**src/rtl/sensor_trace_window.sv**
```systemverilog
// Trigger-armed capture window for packed sensor lanes: waits a latched delay after
// a trigger rising edge, then emits N_SAMPLES block-averaged samples (2^d per output).
module sensor_trace_window #(
    parameter int LANES          = 8,
    parameter int LANE_W         = 16,
    parameter int N_SAMPLES      = 2048,
    parameter int DELAY_W        = 16,
    parameter int MAX_DECIM_LOG2 = 4,
    parameter int CNT_W          = $clog2(N_SAMPLES) + 1
) (
    input  logic                      clk,
    input  logic                      rst,
    input  logic                      trig_i,
    input  logic [DELAY_W-1:0]        delay_i,
    input  logic [2:0]                decim_log2_i,
    input  logic [LANES*LANE_W-1:0]   sensor_i,
    output logic [LANES*LANE_W-1:0]   sample_o,
    output logic                      sample_vld_o,
    output logic                      busy_o,
    output logic                      done_o,
    output logic [CNT_W-1:0]          sample_cnt_o
);

    localparam int ACC_W = LANE_W + MAX_DECIM_LOG2;
    localparam int PH_W  = (MAX_DECIM_LOG2 > 0) ? MAX_DECIM_LOG2 : 1;
    localparam logic [2:0] MAX_D = 3'(MAX_DECIM_LOG2);
    localparam logic [CNT_W-1:0] LAST_CNT = CNT_W'(N_SAMPLES - 1);

    typedef enum logic [1:0] {
        S_IDLE    = 2'd0,
        S_DELAY   = 2'd1,
        S_CAPTURE = 2'd2,
        S_DONE    = 2'd3
    } state_t;

    state_t                    r_state;
    state_t                    w_state_nxt;
    logic                      r_trig_q;
    logic [DELAY_W-1:0]        r_delay_cnt;
    logic [2:0]                r_decim;
    logic [PH_W-1:0]           r_phase;
    logic [ACC_W-1:0]          r_acc [LANES];
    logic [LANES*LANE_W-1:0]   r_sample;
    logic                      r_vld;
    logic                      r_busy;
    logic                      r_done;
    logic [CNT_W-1:0]          r_cnt;

    logic                      w_edge;
    logic                      w_start;
    logic                      w_emit;
    logic                      w_phase_last;
    logic [PH_W-1:0]           w_phase_end;
    logic [2:0]                w_decim;
    logic [ACC_W-1:0]          w_sum [LANES];
    logic [ACC_W-1:0]          w_shift [LANES];
    logic [LANES*LANE_W-1:0]   w_avg_word;

    assign w_edge  = trig_i & ~r_trig_q;
    assign w_decim = (decim_log2_i > MAX_D) ? MAX_D : decim_log2_i;

    // Terminal phase of a decimation block is 2^d-1, built as a low-bit mask.
    assign w_phase_end  = ~({PH_W{1'b1}} << r_decim);
    assign w_phase_last = (r_phase == w_phase_end);

    // Per-lane running sum including the current sample, and its truncated average.
    always_comb begin
        w_avg_word = '0;
        for (int k = 0; k < LANES; k++) begin
            w_sum[k]   = r_acc[k] + ACC_W'(sensor_i[k*LANE_W +: LANE_W]);
            w_shift[k] = w_sum[k] >> r_decim;
            w_avg_word[k*LANE_W +: LANE_W] = w_shift[k][LANE_W-1:0];
        end
    end

    // Next-state and strobe decode.
    always_comb begin
        w_state_nxt = r_state;
        w_start     = 1'b0;
        w_emit      = 1'b0;
        case (r_state)
            S_IDLE: begin
                if (w_edge) begin
                    w_start     = 1'b1;
                    w_state_nxt = (delay_i != '0) ? S_DELAY : S_CAPTURE;
                end else begin
                    w_state_nxt = S_IDLE;
                end
            end
            S_DELAY: begin
                if (r_delay_cnt == DELAY_W'(1)) begin
                    w_state_nxt = S_CAPTURE;
                end else begin
                    w_state_nxt = S_DELAY;
                end
            end
            S_CAPTURE: begin
                if (w_phase_last) begin
                    w_emit      = 1'b1;
                    w_state_nxt = (r_cnt == LAST_CNT) ? S_DONE : S_CAPTURE;
                end else begin
                    w_state_nxt = S_CAPTURE;
                end
            end
            S_DONE: begin
                if (!trig_i) begin
                    w_state_nxt = S_IDLE;
                end else begin
                    w_state_nxt = S_DONE;
                end
            end
            default: begin
                w_state_nxt = S_IDLE;
            end
        endcase
    end

    // State register, trigger history and status flags.
    always_ff @(posedge clk or posedge rst) begin
        if (rst) begin
            r_state  <= S_IDLE;
            r_trig_q <= 1'b0;
            r_busy   <= 1'b0;
            r_done   <= 1'b0;
            r_vld    <= 1'b0;
        end else begin
            r_state  <= w_state_nxt;
            r_trig_q <= trig_i;
            r_busy   <= (w_state_nxt == S_DELAY) || (w_state_nxt == S_CAPTURE);
            r_done   <= (w_state_nxt == S_DONE);
            r_vld    <= w_emit;
        end
    end

    // Window configuration latched at the trigger edge; delay counts down in DELAY.
    always_ff @(posedge clk or posedge rst) begin
        if (rst) begin
            r_delay_cnt <= '0;
            r_decim     <= 3'd0;
        end else if (w_start) begin
            r_delay_cnt <= delay_i;
            r_decim     <= w_decim;
        end else if (r_state == S_DELAY) begin
            r_delay_cnt <= r_delay_cnt - DELAY_W'(1);
        end else begin
            r_delay_cnt <= r_delay_cnt;
        end
    end

    // Accumulators, phase, output sample and sample counter.
    always_ff @(posedge clk or posedge rst) begin
        if (rst) begin
            r_phase  <= '0;
            r_sample <= '0;
            r_cnt    <= '0;
            for (int k = 0; k < LANES; k++) begin
                r_acc[k] <= '0;
            end
        end else if (w_start) begin
            r_phase <= '0;
            r_cnt   <= '0;
            for (int k = 0; k < LANES; k++) begin
                r_acc[k] <= '0;
            end
        end else if (r_state == S_CAPTURE) begin
            if (w_phase_last) begin
                r_phase  <= '0;
                r_sample <= w_avg_word;
                r_cnt    <= r_cnt + CNT_W'(1);
                for (int k = 0; k < LANES; k++) begin
                    r_acc[k] <= '0;
                end
            end else begin
                r_phase <= r_phase + PH_W'(1);
                for (int k = 0; k < LANES; k++) begin
                    r_acc[k] <= w_sum[k];
                end
            end
        end else begin
            r_phase <= r_phase;
        end
    end

    assign sample_o     = r_sample;
    assign sample_vld_o = r_vld;
    assign busy_o       = r_busy;
    assign done_o       = r_done;
    assign sample_cnt_o = r_cnt;

endmodule
```
**config.mk**
```make
export PLATFORM = sky130hd
export DESIGN_NAME = sensor_trace_window
export DESIGN_NICKNAME = d
export VERILOG_FILES = /design/src/rtl/sensor_trace_window.sv
export SDC_FILE = /design/constraint.sdc
export NUM_CORES = 1
export LEC_CHECK = 0
export ABC_AREA = 1
export CELL_PAD_IN_SITES_DETAIL_PLACEMENT = 0
export CELL_PAD_IN_SITES_GLOBAL_PLACEMENT = 1
export CORE_MARGIN = 2
export CORE_UTILIZATION = 35
export CTS_BUF_LIST = sky130_fd_sc_hd__clkbuf_8
export DETAILED_ROUTE_END_ITERATION = 10
export PLACE_DENSITY = 0.73
export REMOVE_ABC_BUFFERS = 1
export SYNTH_ARGS = -nofsm -noshare
export SYNTH_HDL_FRONTEND = slang
export SYNTH_SLANG_ARGS = --single-unit
export TNS_END_PERCENT = 1
```
**constraint.sdc**
```tcl
create_clock -name clk -period 23 [get_ports clk]
set_clock_uncertainty 0.2 [all_clocks]
set_input_delay 6.9 -clock clk [delete_from_list [all_inputs] [get_ports clk]]
set_output_delay 6.9 -clock clk [all_outputs]
set_load 0.05 [all_outputs]
```
* After elaboration in Yosys (flattened, before gate mapping)
Cells that the tools add are included.
** Word-level totals
- Register bits after elaboration :: 329
- Input port bits :: 150
- Output and inout bits :: 143
- Word-level logic and storage cells :: 83
** Cells by class
- Add/sub/neg operators :: 11
- $lt $le $gt $ge :: 1
- Equality and inequality tests :: 9
- Shift operators :: 9
- Multiplexer cells :: 23
- Bitwise gates (word level) :: 4
- Reduce and logical (&&, ||, !) cells :: 8
** Operators by type and width (count)
- $mux 160 :: 3
- $add 20x16->20 :: 8
- $shr 20x3->16 :: 8
- $mux 12 :: 3
- $mux 16 :: 2
- $eq 16x1->1 const B :: 1
- $reduce_bool 16->1 :: 1
- $sub 16x1->16 const B :: 1
- $add 12x1->12 const B :: 1
- $eq 12x11->1 const B :: 1
- $mux 4 :: 3
- $eq 2x2->1 const B :: 4
- $mux 2 :: 4
- $pmux 2 s4 :: 1
- $mux 1 :: 6
- $reduce_bool 2->1 :: 3
- $add 4x1->4 const B :: 1
- $eq 2x1->1 const B :: 2
- $eq 4x4->1 :: 1
- $not 4->4 :: 1
- $shl 4x3->4 const A :: 1
- $gt 3x3->1 const B :: 1
- $mux 3 :: 1
- $reduce_and 3->1 :: 1
- 5 further kinds :: 6

* Longest topological paths before layout
- Depth in word-level cells :: 7
- Mapped depth :: 17

* Worst setup path after synthesis
Ideal clock, no wire load.
- Path type :: input to register
- Start :: in sensor_i[96]
- End :: reg r_sample[107] (netlist: sample_o[107])
- Library setup time :: 118 ps
- Arrival time :: 8531 ps
- Required time :: 22682 ps
- Slack :: 14151 ps
- Stages :: 17
- Buffers on the path :: 0
- Cells stage by stage :: ha_1 inv_1 fa_1 inv_1 nand2_1 a21oi_1 nand2_1 nand3_1 nand2_1 nand2_1 nand2_1 nand3_1 nand3_1 nand2_1 inv_1 nand2_1 nand2_1
** On the way
- Longest elaborated chain between the ends :: 2
** Ends and longest elaborated chain
- start: declaration :: RTL line 16 : input logic [LANES*LANE_W-1:0] sensor_i,
- $add 20x16->20 :: RTL line 70 : w_sum[k] = r_acc[k] + ACC_W'(sensor_i[k*LANE_W +: LANE_W]);
- $shr 20x3->16 :: RTL line 71 : w_shift[k] = w_sum[k] >> r_decim;
- end signal: assignment :: RTL line 168 : r_sample <= w_avg_word;
- end: declaration :: RTL line 43 : logic [LANES*LANE_W-1:0] r_sample;
Every way passes these cells.
A chain may end at the register's enable or synchronous reset.

* Worst setup path after layout
- Start :: in trig_i
- End :: reg r_delay_cnt[7]
** On the way
- Longest elaborated chain between the ends :: 4
** Ends and longest elaborated chain
- start: declaration :: RTL line 13 : input logic trig_i,
- $and 1x1->1 * :: RTL line 59 : assign w_edge = trig_i & ~r_trig_q;
- $mux 1 * :: RTL line 83 : if (w_edge) begin
- $mux 1 * :: RTL line 81 : case (r_state)
- $mux 16 / $reduce_bool 2->1 (equally long branches)
- end signal: assignment :: RTL line 141 : r_delay_cnt <= delay_i;
- end signal: assignment :: RTL line 144 : r_delay_cnt <= r_delay_cnt - DELAY_W'(1);
- end signal: assignment :: RTL line 146 : r_delay_cnt <= r_delay_cnt;
- end: declaration :: RTL line 39 : logic [DELAY_W-1:0] r_delay_cnt;
Mark *: on every way between the ends. The rest lies on a longest branch, timed or not.

==> impl_metrics.yaml <==
timing:
  rsz_0062_raised_after_global_routing: "false"
  finalSetupViolations: 0
  fmax_mhz: 98.79
  post-route-worst-setup-slack_ns: 12.88
  min_period_ns: 10.12
  finalMaxSlewViolations: 0
  slew_headroom_pct: 23.05
  fin_tns_setup_ns: 0
  hold_viol_final: 0
  tightestPinTransition_ns: 1.154
  finalCritPeriodShare_pct: 44.01
layout:
  final_cell_count_no_fill: 5793
  layout.filler_cells: 8625
  syn_to_final_growth_pct: 18.52
  combined_area_of_the_multi_input_logic_cells_um2: 16570
  drive_gt1_share_pct: 2.953
  num-nets-final: 4983
  layout_common_cells: "sky130_fd_sc_hd__nand2_1 (1479), sky130_fd_sc_hd__nand3_1 (877), sky130_fd_sc_hd__inv_1 (596)"
  mostFrequentLayoutCell: "sky130_fd_sc_hd__nand2_1"
  seq_area_um2: 8244
place:
  place_ws_ns: 12.17
  buffer_ports.inserted: 292
  gp_congestion: 0.8911
  place_hpwl_um: 75400
  numPlacedInstances: 5669
worst_setup_path:
  start_kind: "primary input"
  crit_required_ns: 23.36
  critical_path.reg2reg.endpoint: "r_acc[152]$_DFFE_PP0P_"
  end_kind: "flip-flop"
  critical_path_arrival_ns: 10.49
  r2r_slack_ns: 17.80
  crit_fanout: 44
  r2r_startpoint: "r_decim[2]$_DFFE_PP0P_"
  worst-r2r-cell-count: 11
  criticalPathCategory: "in2reg"
pwr:
  power_leakage_nw: 16.96
  peakVddDrop_mv: 0.08619
  power_w: 0.005366
  power.density_cell_area_nw_per_um2: 163.5
synth:
  synthesis.instances: 4473
  predominant_post_synthesis_flop_cell: "sky130_fd_sc_hd__dfrtp_1"
  synth-edff-count: 0
  yosys_warnings: 0
  synthesis.area_per_instance_um2: 6.191
  synth_seq_area_share_pct: 29.73
  synthArstFlopShare_pct: 100.0
  synth_seq_cells: 329
  yosysUniqueCellTypes: 42
  syn_area_um2: 27690
floorplan:
  die_area_um2: 81380
  chipHeight_um: 285.3
  core_area_um2: 78610
  io_pins: 293
  start_util_pct: 35.22
  core.rowCount: 103
  die_width_um: 285.3
clock_tree:
  cts_setup_buffers: 0
  cts.reportedPaths.clkPinSlew_ns: 0.06
  cts-buffers-inserted: 71
  clock_sinks: 329
  cts_max_path_buffers: 3
  tritoncts: "built"
  clock_tree.root_cell: "sky130_fd_sc_hd__clkbuf_8"
  htree_levels: 3
  post_cts_resize_count: 0
  number_of_hold_buffers_added_after_cts: 0
  clk-insertion-delay-late_ns: 0.68
global_routing:
  antenna_found_initial: 6
  grt_pass1_vias: 28370
  grt.met2_usage_pct: 42.92
  overflow: 0
  grt.met3_usage_pct: 3.824
  globalRouteTotalUtil_pct: 25.63
  grt_max_degree: 163
  wire_length_of_the_first_global_routing_pass_um: 163800
  busiest_layer: "met2"
  use_met1_pct: 34.76
worst_hold_path:
  whs_endpoint: "sample_o[121]$_DFFE_PP0P_"
  hold_path_depth: 2
  hp-start: "sample_o[121]$_DFFE_PP0P_"
  holdCritPathClass: "reg2reg"
run_status:
  result_of_the_run: "finished clean"
drt:
  viasPerCell: 5.114
  drt_first_pass_iters: 6
  routed_wl_um: 106100
  dr_wl_cell_um: 18.31
  via_count: 29620
  post-route-drc-count: 0
  drt_iter0_drc: 2138
  ant_nets: 0
job:
  cap_violations: 0
[report_power, final]
part           switching [W]  internal [W]  leakage [nW]
clock               0.000300      0.000343         0.806
combinational        0.00250       0.00114          12.2
sequential          0.000224      0.000849          3.92
total                0.00303       0.00234          17.0
[worst max-delay path by stage]
| stage | startpoint | end | slack, ns | depth (start not counted) |
|---|---|---|---|---|
| 2_1_floorplan | rst | busy_o$_DFF_PP0_ | 6.79 | 1 |
| 3_3_place_gp | trig_i | r_delay_cnt[7]$_DFFE_PP0P_ | 12.18 | 9 |
| 3_5_place_dp | trig_i | r_delay_cnt[1]$_DFFE_PP0P_ | 12.17 | 9 |
| 4_1_cts | trig_i | r_delay_cnt[7]$_DFFE_PP0P_ | 12.87 | 9 |
| 5_1_grt | trig_i | r_delay_cnt[7]$_DFFE_PP0P_ | 12.62 | 9 |
| 6_report | trig_i | r_delay_cnt[7]$_DFFE_PP0P_ | 12.88 | 9 |
[critical path, stage by stage]
cell and delay, ns:
sky130_fd_sc_hd__clkdlybuf4s50_1 0.45, sky130_fd_sc_hd__inv_1 0.09, sky130_fd_sc_hd__nor2_1 0.06, sky130_fd_sc_hd__nand2_4 0.43, sky130_fd_sc_hd__buf_4 0.63, sky130_fd_sc_hd__clkinv_1 0.75, sky130_fd_sc_hd__nor2_1 0.64, sky130_fd_sc_hd__inv_1 0.19
sky130_fd_sc_hd__o221ai_1 0.22
[state kept, by name, indices dropped and copies added, names as in the netlist]
register	flops
r_acc	160
r_phase	4
done_o	1
r_state	2
r_decim	3
sample_o	128
sample_cnt_o	12
busy_o	1
sample_vld_o	1
r_delay_cnt	16
r_trig_q	1
[layout make-up]
class	count	area share (%)
inverter	578	6.683
tap	1050	4.003
clock buffer	85	3.565
antenna	2	0.01525
multi-input combinational	3395	50.50
clock inverter	37	0.5566
sequential	329	25.12
timing repair buffer	317	9.554
[cells by family after synthesis]
group / after synthesis / synth area share [%]
simple gates: 2742 / 41.99
mux: 1 / 0.03615
xor+xnor: 61 / 1.929
buf+inv: 749 / 10.48
compound gates: 450 / 9.245
flops: 329 / 29.73
fa+ha+maj: 141 / 6.588
[through the flow]
step	hold slack [ns]	cell area [µm²]	utilization, %
detailed placement	0.2642	31460	40.02
CTS	0.2806	32810	41.74
global placement	0.2637	31460	40.02
floorplan	0.2799	26960	-
global route	0.3057	32820	41.75
finish	0.2736	32820	41.75
[cells in the mapped netlist (2+ instances only)]
cell type                     n  share of area (%)
sky130_fd_sc_hd__a21oi_1    153                2.8
sky130_fd_sc_hd__a31oi_1     17               0.38
sky130_fd_sc_hd__a32o_1      37                1.3
sky130_fd_sc_hd__and2_1       4              0.090
sky130_fd_sc_hd__and3_1       6               0.14
sky130_fd_sc_hd__buf_1       24               0.33
sky130_fd_sc_hd__buf_2       34               0.61
sky130_fd_sc_hd__buf_4        9               0.24
sky130_fd_sc_hd__buf_6        2              0.081
sky130_fd_sc_hd__clkbuf_1   102                1.4
sky130_fd_sc_hd__clkinv_1     4              0.054
sky130_fd_sc_hd__dfrtp_1    329                 30
sky130_fd_sc_hd__fa_1         8               0.58
sky130_fd_sc_hd__ha_1       133                6.0
sky130_fd_sc_hd__inv_1      568                7.7
sky130_fd_sc_hd__inv_2        6              0.081
sky130_fd_sc_hd__nand2_1   1481                 20
sky130_fd_sc_hd__nand3_1    877                 16
sky130_fd_sc_hd__nand4_1     39               0.88
sky130_fd_sc_hd__nor2_1     273                3.7
sky130_fd_sc_hd__nor2_4       3               0.12
sky130_fd_sc_hd__nor3_1      47               0.85
sky130_fd_sc_hd__nor4_1       8               0.18
sky130_fd_sc_hd__o211ai_1    13               0.35
sky130_fd_sc_hd__o21ai_0    170                3.1
sky130_fd_sc_hd__o21ai_1     36               0.65
sky130_fd_sc_hd__o21ba_2      2              0.072
sky130_fd_sc_hd__o221ai_1     3              0.095
sky130_fd_sc_hd__o22ai_1     11               0.25
sky130_fd_sc_hd__o311ai_0     2              0.063
sky130_fd_sc_hd__or2_2        2              0.045
sky130_fd_sc_hd__xnor2_1     36                1.1
sky130_fd_sc_hd__xor2_1      25               0.79
[routing by layer]
layer	wire [µm]	share of wire (%)
met2	49200	46
met1	49720	47
met3	4888	4.6
met5	24	0.023
met4	2232	2.1
Note: power is estimated with default switching activity, not from simulation.
